File: config.mk
export PLATFORM = sky130hd
export DESIGN_NAME = icache_refill_ctrl_flat
export DESIGN_NICKNAME = d
export VERILOG_FILES = /design/src/rtl/icache_pkg.sv /design/src/rtl/icache_refill_ctrl_if.sv /design/src/rtl/icache_line_assembler.sv /design/src/rtl/icache_refill_ctrl.sv /design/src/flat_wrapper.sv
export SDC_FILE = /design/constraint.sdc
export NUM_CORES = 1
export LEC_CHECK = 0
export CAP_MARGIN = 20
export CORE_AREA = 2 2 193 176
export DETAILED_ROUTE_END_ITERATION = 10
export DIE_AREA = 0 0 195 178
export GPL_TIMING_DRIVEN = 0
export PLACE_DENSITY = 0.82
export SYNTH_ARGS = -nofsm -noshare
export SYNTH_HDL_FRONTEND = slang
export SYNTH_SLANG_ARGS = --single-unit
File: constraint.sdc
create_clock -name clk_i -period 5.3 [get_ports clk_i]
set_clock_uncertainty 0.2 [all_clocks]
set_input_delay 1.325 -clock clk_i [delete_from_list [all_inputs] [get_ports clk_i]]
set_output_delay 1.325 -clock clk_i [all_outputs]
set_load 0.02 [all_outputs]
File: src/rtl/icache_pkg.sv
// Shared definitions for the instruction-cache refill controller.
// Holds the bus widths, the line geometry, the controller state encoding
// and a helper that picks one word out of an assembled line.
package icache_pkg;

  localparam int ADDR_W     = 32;
  localparam int WORD_W     = 32;
  localparam int LINE_WORDS = 8;
  localparam int LINE_W     = LINE_WORDS * WORD_W;
  localparam int OFFSET_W   = 5;
  localparam int CNT_W      = $clog2(LINE_WORDS);

  typedef enum logic [1:0] {
    IDLE   = 2'd0,
    LOOKUP = 2'd1,
    REFILL = 2'd2,
    WRITE  = 2'd3
  } state_e;

  // Word idx of a line; word 0 sits in the least significant bits.
  function automatic logic [WORD_W-1:0] line_word(input logic [LINE_W-1:0] line,
                                                  input logic [CNT_W-1:0]  idx);
    logic [WORD_W-1:0] w;
    w = '0;
    for (int i = 0; i < LINE_WORDS; i++) begin
      if (idx == i[CNT_W-1:0]) w = line[i*WORD_W +: WORD_W];
    end
    return w;
  endfunction

endpackage

File: src/rtl/icache_refill_ctrl_if.sv
// Bundle of every signal the refill controller exchanges with the fetch
// stage (cpu_*), the two-way group (cache_*) and instruction memory (mem_*).
//   master : the refill controller
//   slave  : the surrounding blocks (fetch stage, group, memory)
interface icache_refill_ctrl_if;
  import icache_pkg::*;

  logic              cpu_req;
  logic [ADDR_W-1:0] cpu_addr;
  logic              cpu_ready;
  logic [WORD_W-1:0] cpu_data;

  logic              cache_enable;
  logic              cache_compare;
  logic              cache_read;
  logic [ADDR_W-1:0] cache_address;
  logic [LINE_W-1:0] cache_line;
  logic              cache_hit;
  logic [WORD_W-1:0] cache_data;

  logic              mem_req;
  logic [ADDR_W-1:0] mem_addr;
  logic              mem_ack;
  logic [WORD_W-1:0] mem_data;

  modport master (
    input  cpu_req, cpu_addr, cache_hit, cache_data, mem_ack, mem_data,
    output cpu_ready, cpu_data, cache_enable, cache_compare, cache_read,
           cache_address, cache_line, mem_req, mem_addr
  );

  modport slave (
    output cpu_req, cpu_addr, cache_hit, cache_data, mem_ack, mem_data,
    input  cpu_ready, cpu_data, cache_enable, cache_compare, cache_read,
           cache_address, cache_line, mem_req, mem_addr
  );

endinterface

File: src/rtl/icache_line_assembler.sv
// Collects the words of one cache line as memory returns them.
//   clk_i, rst_ni : clock, asynchronous active-low reset
//   clear_i       : restart a line (count and buffer back to zero)
//   wr_en_i       : store word_i at the current count and advance
//   word_i        : incoming memory word
//   cnt_o         : index of the next word to be stored
//   last_o        : the next stored word completes the line
//   line_o        : assembled line buffer
module icache_line_assembler
  import icache_pkg::*;
(
  input  logic              clk_i,
  input  logic              rst_ni,
  input  logic              clear_i,
  input  logic              wr_en_i,
  input  logic [WORD_W-1:0] word_i,
  output logic [CNT_W-1:0]  cnt_o,
  output logic              last_o,
  output logic [LINE_W-1:0] line_o
);

  logic [CNT_W-1:0]  cnt_q, cnt_d;
  logic [LINE_W-1:0] line_q, line_d;

  // The count wraps naturally; the controller leaves the refill on the
  // write that sees last_o, so the wrap is never used to overwrite word 0.
  always_comb begin
    cnt_d  = cnt_q;
    line_d = line_q;
    if (clear_i) begin
      cnt_d  = '0;
      line_d = '0;
    end else if (wr_en_i) begin
      for (int i = 0; i < LINE_WORDS; i++) begin
        if (cnt_q == i[CNT_W-1:0]) line_d[i*WORD_W +: WORD_W] = word_i;
      end
      cnt_d = cnt_q + 1'b1;
    end
  end

  always_ff @(posedge clk_i or negedge rst_ni) begin
    if (!rst_ni) begin
      cnt_q  <= '0;
      line_q <= '0;
    end else begin
      cnt_q  <= cnt_d;
      line_q <= line_d;
    end
  end

  assign cnt_o  = cnt_q;
  assign last_o = (cnt_q == CNT_W'(LINE_WORDS - 1));
  assign line_o = line_q;

endmodule

File: src/rtl/icache_refill_ctrl.sv
// Instruction-cache refill controller. Each fetch does one lookup in the
// two-way group; on a miss it reads a full line from memory word by word,
// writes it into the group in a single cycle and returns the requested word.
//   clk_i, rst_ni : clock, asynchronous active-low reset
//   bus (master)  : cpu_* fetch handshake, cache_* group control/data,
//                   mem_* word-by-word memory read handshake
// All outputs come straight from registers.
module icache_refill_ctrl
  import icache_pkg::*;
(
  input logic                 clk_i,
  input logic                 rst_ni,
  icache_refill_ctrl_if.master bus
);

  state_e            state_q, state_d;
  logic [ADDR_W-1:0] req_addr_q, req_addr_d;
  logic              cpu_ready_q, cpu_ready_d;
  logic [WORD_W-1:0] cpu_data_q, cpu_data_d;
  logic              cache_enable_q, cache_enable_d;
  logic              cache_compare_q, cache_compare_d;
  logic              cache_read_q, cache_read_d;
  logic              mem_req_q, mem_req_d;

  logic              asm_clear;
  logic              asm_wr;
  logic [CNT_W-1:0]  asm_cnt;
  logic              asm_last;
  logic [LINE_W-1:0] asm_line;

  icache_line_assembler u_line_asm (
    .clk_i   (clk_i),
    .rst_ni  (rst_ni),
    .clear_i (asm_clear),
    .wr_en_i (asm_wr),
    .word_i  (bus.mem_data),
    .cnt_o   (asm_cnt),
    .last_o  (asm_last),
    .line_o  (asm_line)
  );

  // The *_d values are what the outputs show in the next state, so the
  // group control for a state is set up on the transition into it.
  // cache_read defaults high so the group's victim toggle only fires on
  // the single WRITE cycle of a real fill.
  always_comb begin
    state_d         = state_q;
    req_addr_d      = req_addr_q;
    cpu_data_d      = cpu_data_q;
    cpu_ready_d     = 1'b0;
    cache_enable_d  = 1'b0;
    cache_compare_d = 1'b0;
    cache_read_d    = 1'b1;
    mem_req_d       = 1'b0;
    asm_clear       = 1'b0;
    asm_wr          = 1'b0;

    unique case (state_q)
      IDLE: begin
        if (bus.cpu_req) begin
          req_addr_d      = bus.cpu_addr;
          cache_enable_d  = 1'b1;
          cache_compare_d = 1'b1;
          state_d         = LOOKUP;
        end
      end
      LOOKUP: begin
        if (bus.cache_hit) begin
          cpu_data_d  = bus.cache_data;
          cpu_ready_d = 1'b1;
          state_d     = IDLE;
        end else begin
          asm_clear = 1'b1;
          mem_req_d = 1'b1;
          state_d   = REFILL;
        end
      end
      REFILL: begin
        mem_req_d = 1'b1;
        if (mem_req_q && bus.mem_ack) begin
          asm_wr = 1'b1;
          if (asm_last) begin
            mem_req_d      = 1'b0;
            cache_enable_d = 1'b1;
            cache_read_d   = 1'b0;
            state_d        = WRITE;
          end
        end
      end
      WRITE: begin
        cpu_data_d  = line_word(asm_line, req_addr_q[OFFSET_W-1:2]);
        cpu_ready_d = 1'b1;
        state_d     = IDLE;
      end
      default: state_d = IDLE;
    endcase
  end

  always_ff @(posedge clk_i or negedge rst_ni) begin
    if (!rst_ni) begin
      state_q         <= IDLE;
      req_addr_q      <= '0;
      cpu_ready_q     <= 1'b0;
      cpu_data_q      <= '0;
      cache_enable_q  <= 1'b0;
      cache_compare_q <= 1'b0;
      cache_read_q    <= 1'b1;
      mem_req_q       <= 1'b0;
    end else begin
      state_q         <= state_d;
      req_addr_q      <= req_addr_d;
      cpu_ready_q     <= cpu_ready_d;
      cpu_data_q      <= cpu_data_d;
      cache_enable_q  <= cache_enable_d;
      cache_compare_q <= cache_compare_d;
      cache_read_q    <= cache_read_d;
      mem_req_q       <= mem_req_d;
    end
  end

  assign bus.cpu_ready     = cpu_ready_q;
  assign bus.cpu_data      = cpu_data_q;
  assign bus.cache_enable  = cache_enable_q;
  assign bus.cache_compare = cache_compare_q;
  assign bus.cache_read    = cache_read_q;
  assign bus.cache_address = req_addr_q;
  assign bus.cache_line    = asm_line;
  assign bus.mem_req       = mem_req_q;
  // Word address inside the line follows the fill count directly.
  assign bus.mem_addr      = {req_addr_q[ADDR_W-1:OFFSET_W], asm_cnt, 2'b00};

endmodule

File: src/flat_wrapper.sv
// flat-port wrapper written by rule: the top's interface ports become plain ports
module icache_refill_ctrl_flat import icache_pkg::*;
  (clk_i, rst_ni, bus_cpu_req, bus_cpu_addr, bus_cache_hit, bus_cache_data, bus_mem_ack, bus_mem_data, bus_cpu_ready, bus_cpu_data, bus_cache_enable, bus_cache_compare, bus_cache_read, bus_cache_address, bus_cache_line, bus_mem_req, bus_mem_addr);
  icache_refill_ctrl_if bus_i ();
  input logic clk_i;
  input logic rst_ni;
  input wire logic [$bits(bus_i.cpu_req)-1:0] bus_cpu_req;
  input wire logic [$bits(bus_i.cpu_addr)-1:0] bus_cpu_addr;
  input wire logic [$bits(bus_i.cache_hit)-1:0] bus_cache_hit;
  input wire logic [$bits(bus_i.cache_data)-1:0] bus_cache_data;
  input wire logic [$bits(bus_i.mem_ack)-1:0] bus_mem_ack;
  input wire logic [$bits(bus_i.mem_data)-1:0] bus_mem_data;
  output wire logic [$bits(bus_i.cpu_ready)-1:0] bus_cpu_ready;
  output wire logic [$bits(bus_i.cpu_data)-1:0] bus_cpu_data;
  output wire logic [$bits(bus_i.cache_enable)-1:0] bus_cache_enable;
  output wire logic [$bits(bus_i.cache_compare)-1:0] bus_cache_compare;
  output wire logic [$bits(bus_i.cache_read)-1:0] bus_cache_read;
  output wire logic [$bits(bus_i.cache_address)-1:0] bus_cache_address;
  output wire logic [$bits(bus_i.cache_line)-1:0] bus_cache_line;
  output wire logic [$bits(bus_i.mem_req)-1:0] bus_mem_req;
  output wire logic [$bits(bus_i.mem_addr)-1:0] bus_mem_addr;
  assign bus_i.cpu_req = bus_cpu_req;
  assign bus_i.cpu_addr = bus_cpu_addr;
  assign bus_i.cache_hit = bus_cache_hit;
  assign bus_i.cache_data = bus_cache_data;
  assign bus_i.mem_ack = bus_mem_ack;
  assign bus_i.mem_data = bus_mem_data;
  assign bus_cpu_ready = bus_i.cpu_ready;
  assign bus_cpu_data = bus_i.cpu_data;
  assign bus_cache_enable = bus_i.cache_enable;
  assign bus_cache_compare = bus_i.cache_compare;
  assign bus_cache_read = bus_i.cache_read;
  assign bus_cache_address = bus_i.cache_address;
  assign bus_cache_line = bus_i.cache_line;
  assign bus_mem_req = bus_i.mem_req;
  assign bus_mem_addr = bus_i.mem_addr;
  icache_refill_ctrl u_core (.clk_i(clk_i), .rst_ni(rst_ni), .bus(bus_i));
endmodule
==> results_dict.tcl <==
set metrics [dict create \
    synth_top_family_by_area "compound AO/OA/AOI/OAI gates" \
    grt_max_degree 118 \
    min_from "u_core.bus.cache_address[1]" \
    clock.fmax_ghz 0.299 \
    hold_ws_ps 304 \
    min_period_over_period_pct 63.1 \
    worstSetupStartpointType "flop" \
    clk_latency_ps 550 \
    grt_pass1_vias 15900 \
    nNetsFinal 2362 \
    worstHoldPathType "reg -> reg" \
    tightest_slew_ps 936 \
    numPortBuffers 422 \
    cp-startpoint "u_core.u_line_asm.cnt_o[2]" \
    synth_compound_area_share_pct 17.1 \
    cts.clk_slew.worst_paths_ps 60 \
    regArea_sq_mm 0.00826 \
    pwr_density_cell_mw_per_mm2 435 \
    overflow 0 \
    critPathKind "reg -> out" \
    dp_hpwl_mm 48.9 \
    drive_above_1_share_pct 11.3 \
    synth.yosys.warnings 0 \
    slew-limit-headroom_pct 37.6 \
    cpLargestDelayFamily "buffers and inverters" \
    initial_core_util_pct 49.4 \
    path_buf_inv 1 \
    fin_setup_tns_ps 0 \
    synthAdderAreaFrac_pct 0.777 \
    cp.arrival_ps 1820 \
    ctsHtreeMaxLevel 2 \
    dieHeight_um 178 \
    cts_root_buf "clkbuf_16" \
    crit_fanout 11 \
    slowest_stage "clkdlybuf4s50_1" \
    syn_inst 1786 \
    drtIter0Drc 1932 \
    syn_avg_cell_area_sq_um 9.02 \
    io_pins 458 \
    yosysUniqueCellTypes 42 \
    fillers 2579 \
    drc 0 \
    die-area_sq_mm 0.0347 \
    synth-seq-cells 330 \
    clockBufferDepth 3 \
    rows 63 \
    postCtsHoldBufs 0 \
    multiInputGateArea_sq_mm 0.00660 \
    rsz0062_at_grt "false" \
    power.leakage_nw 9.18 \
    syn2layout_area_growth_pct 37.4 \
    grt_first_pass_wirelength_mm 98.1 \
    required_ps 3770 \
    ys_seq_area_share_pct 51.3 \
    drt_wl_total_mm 66.3 \
    status "finished clean" \
    synth_area_sq_mm 0.0161 \
    synth-xor-area-share_pct 0 \
    cts_tree "built" \
    clock-sinks 330 \
    final-setup-viol-count 0 \
    routedWlPerCell_um 24.5 \
    antenna_found_initial 2 \
    ctsResizeCount 0 \
    synth_top_cell_by_area "dfrtp_1" \
    die_x_um 195 \
    synth_top_cells_by_area "dfrtp_1 51%, nand2_1 12%, a21oi_1 9.0%" \
    peakVddDrop_v 0.000299 \
    drtAntennaViolNets 0 \
    hold_viol_final 0 \
    layout_min_cycle_time_ps 3350 \
    final_common_cell "nand2_1" \
    synth_top_area_share_pct 51.1 \
    slew_violations 0 \
    drv_cap 0 \
    viasPerCell 6.02 \
    cts-buffers-inserted 37 \
    cts_setup_buffers 0 \
    endpoint_kind "primary output" \
    gp_congestion 0.927 \
    synth.area.mux_share_pct 6.45 \
    grt_usage_pct 37.7 \
    yosys.area_share.simple_pct 16.6 \
    max_stage_delay_ps 730 \
    worstPathCellList "clkdlybuf4s50_1" \
    dr_total_vias 16300 \
    firstDrtPassIters 5 \
    core_area_sq_mm 0.0326 \
    layout_common_cells "530 x nand2_1, 421 x clkdlybuf4s50_1, 329 x dfrtp_1, 290 x a21oi_1, 83 x buf_2" \
]
[flip-flops by register name (all words and copies together) (netlist names), named ones only]
register	flops
u_core.u_line_asm.cnt_o	3
u_core.bus.cache_compare	1
u_core.bus.cpu_data	32
u_core.u_line_asm.line_o	256
u_core.bus.mem_req	1
u_core.bus.cpu_ready	1
u_core.bus.cache_address	32
u_core.bus.cache_enable	1
u_core.bus.cache_read	1
u_core.state_q	1
[synth_stat cells, drive strengths merged]
cell type  count
and2           5
nand3         34
a31o           1
a21oi        290
a22o          27
a21o           1
o2bb2ai        1
mux2          31
dfstp          1
buf          159
or2            1
o21ai         89
o221a          4
o22a           1
a22oi         28
o22ai          8
and3           4
and4b          1
nor2          35
clkbuf        45
a211oi         4
o221ai        28
mux2i         60
ha            10
conb           1
inv           13
nor2b         10
mux4           4
nand2b         2
nand2        531
nand3b        28
dfrtp        329
[per-layer routing]
| layer | up-vias | GRT usage, % | routed length, um |
|---|---|---|---|
| met4 | 0 | 15.8 | 2790 |
| met1 | 7961 | 49.0 | 24800 |
| met5 | - | 0 | 0 |
| met3 | 192 | 10.4 | 8290 |
| met2 | 1153 | 59.8 | 30500 |
| li1 | 6963 | - | - |
[cell type report]
class                   instances  area share (%)
inverters                      13           0.220
diodes                          2          0.0226
multi-input cells            1240            29.8
clock buffers                  55            4.80
clock inverters                13           0.531
flip-flops and latches        330            37.3
repair buffers                425            19.5
plain buffers                 204            5.46
well taps                     422            2.38
[through the flow]
| stage | setup WS (ps) | power (W) | cells | area [sq um] | utilization (%) |
|---|---|---|---|---|---|
| floorplan | 2670 | 0.00524 | 1787 | 16100 | - |
| global placement | -11520 | 0.00696 | 2631 | 20900 | 63.9 |
| detailed placement | 1860 | 0.00705 | 2634 | 21000 | 64.2 |
| CTS | 1980 | 0.00955 | 2702 | 22100 | 67.8 |
| global route | 1900 | 0.00992 | 2703 | 22100 | 67.8 |
| finish | 1950 | 0.00964 | 2704 | 22100 | 67.8 |
[final timing paths]
check / endpoint / slack (ps) / cells past startpoint
min: u_core.bus.cache_address[1] / 300 / 1
max in group asynchronous: u_core.u_line_asm.line_o[139] / 3250 / 3
min reg2reg: u_core.bus.cache_address[1] / 300 / 1
max reg2reg: u_core.u_line_asm.line_o[166] / 2550 / 8
max: bus_mem_addr[4] / 1950 / 1
min in group asynchronous: u_core.bus.cache_address[14] / 420 / 1
[power by group]
group,switching [W],internal [W],total [W]
clock network,0.00109,0.00145,0.00254
registers,0.000265,0.00281,0.00307
logic,0.00245,0.00157,0.00402
total,0.00381,0.00583,0.00964
[cells by family after synthesis]
logic type / Yosys count
AOI/OAI and AO/OA: 482
adders and majority gates: 10
buffers and inverters: 217
DFF: 330
muxes: 95
other: 1
and+or+nand+nor: 651
No activity file was read; power rests on OpenSTA's default activity.
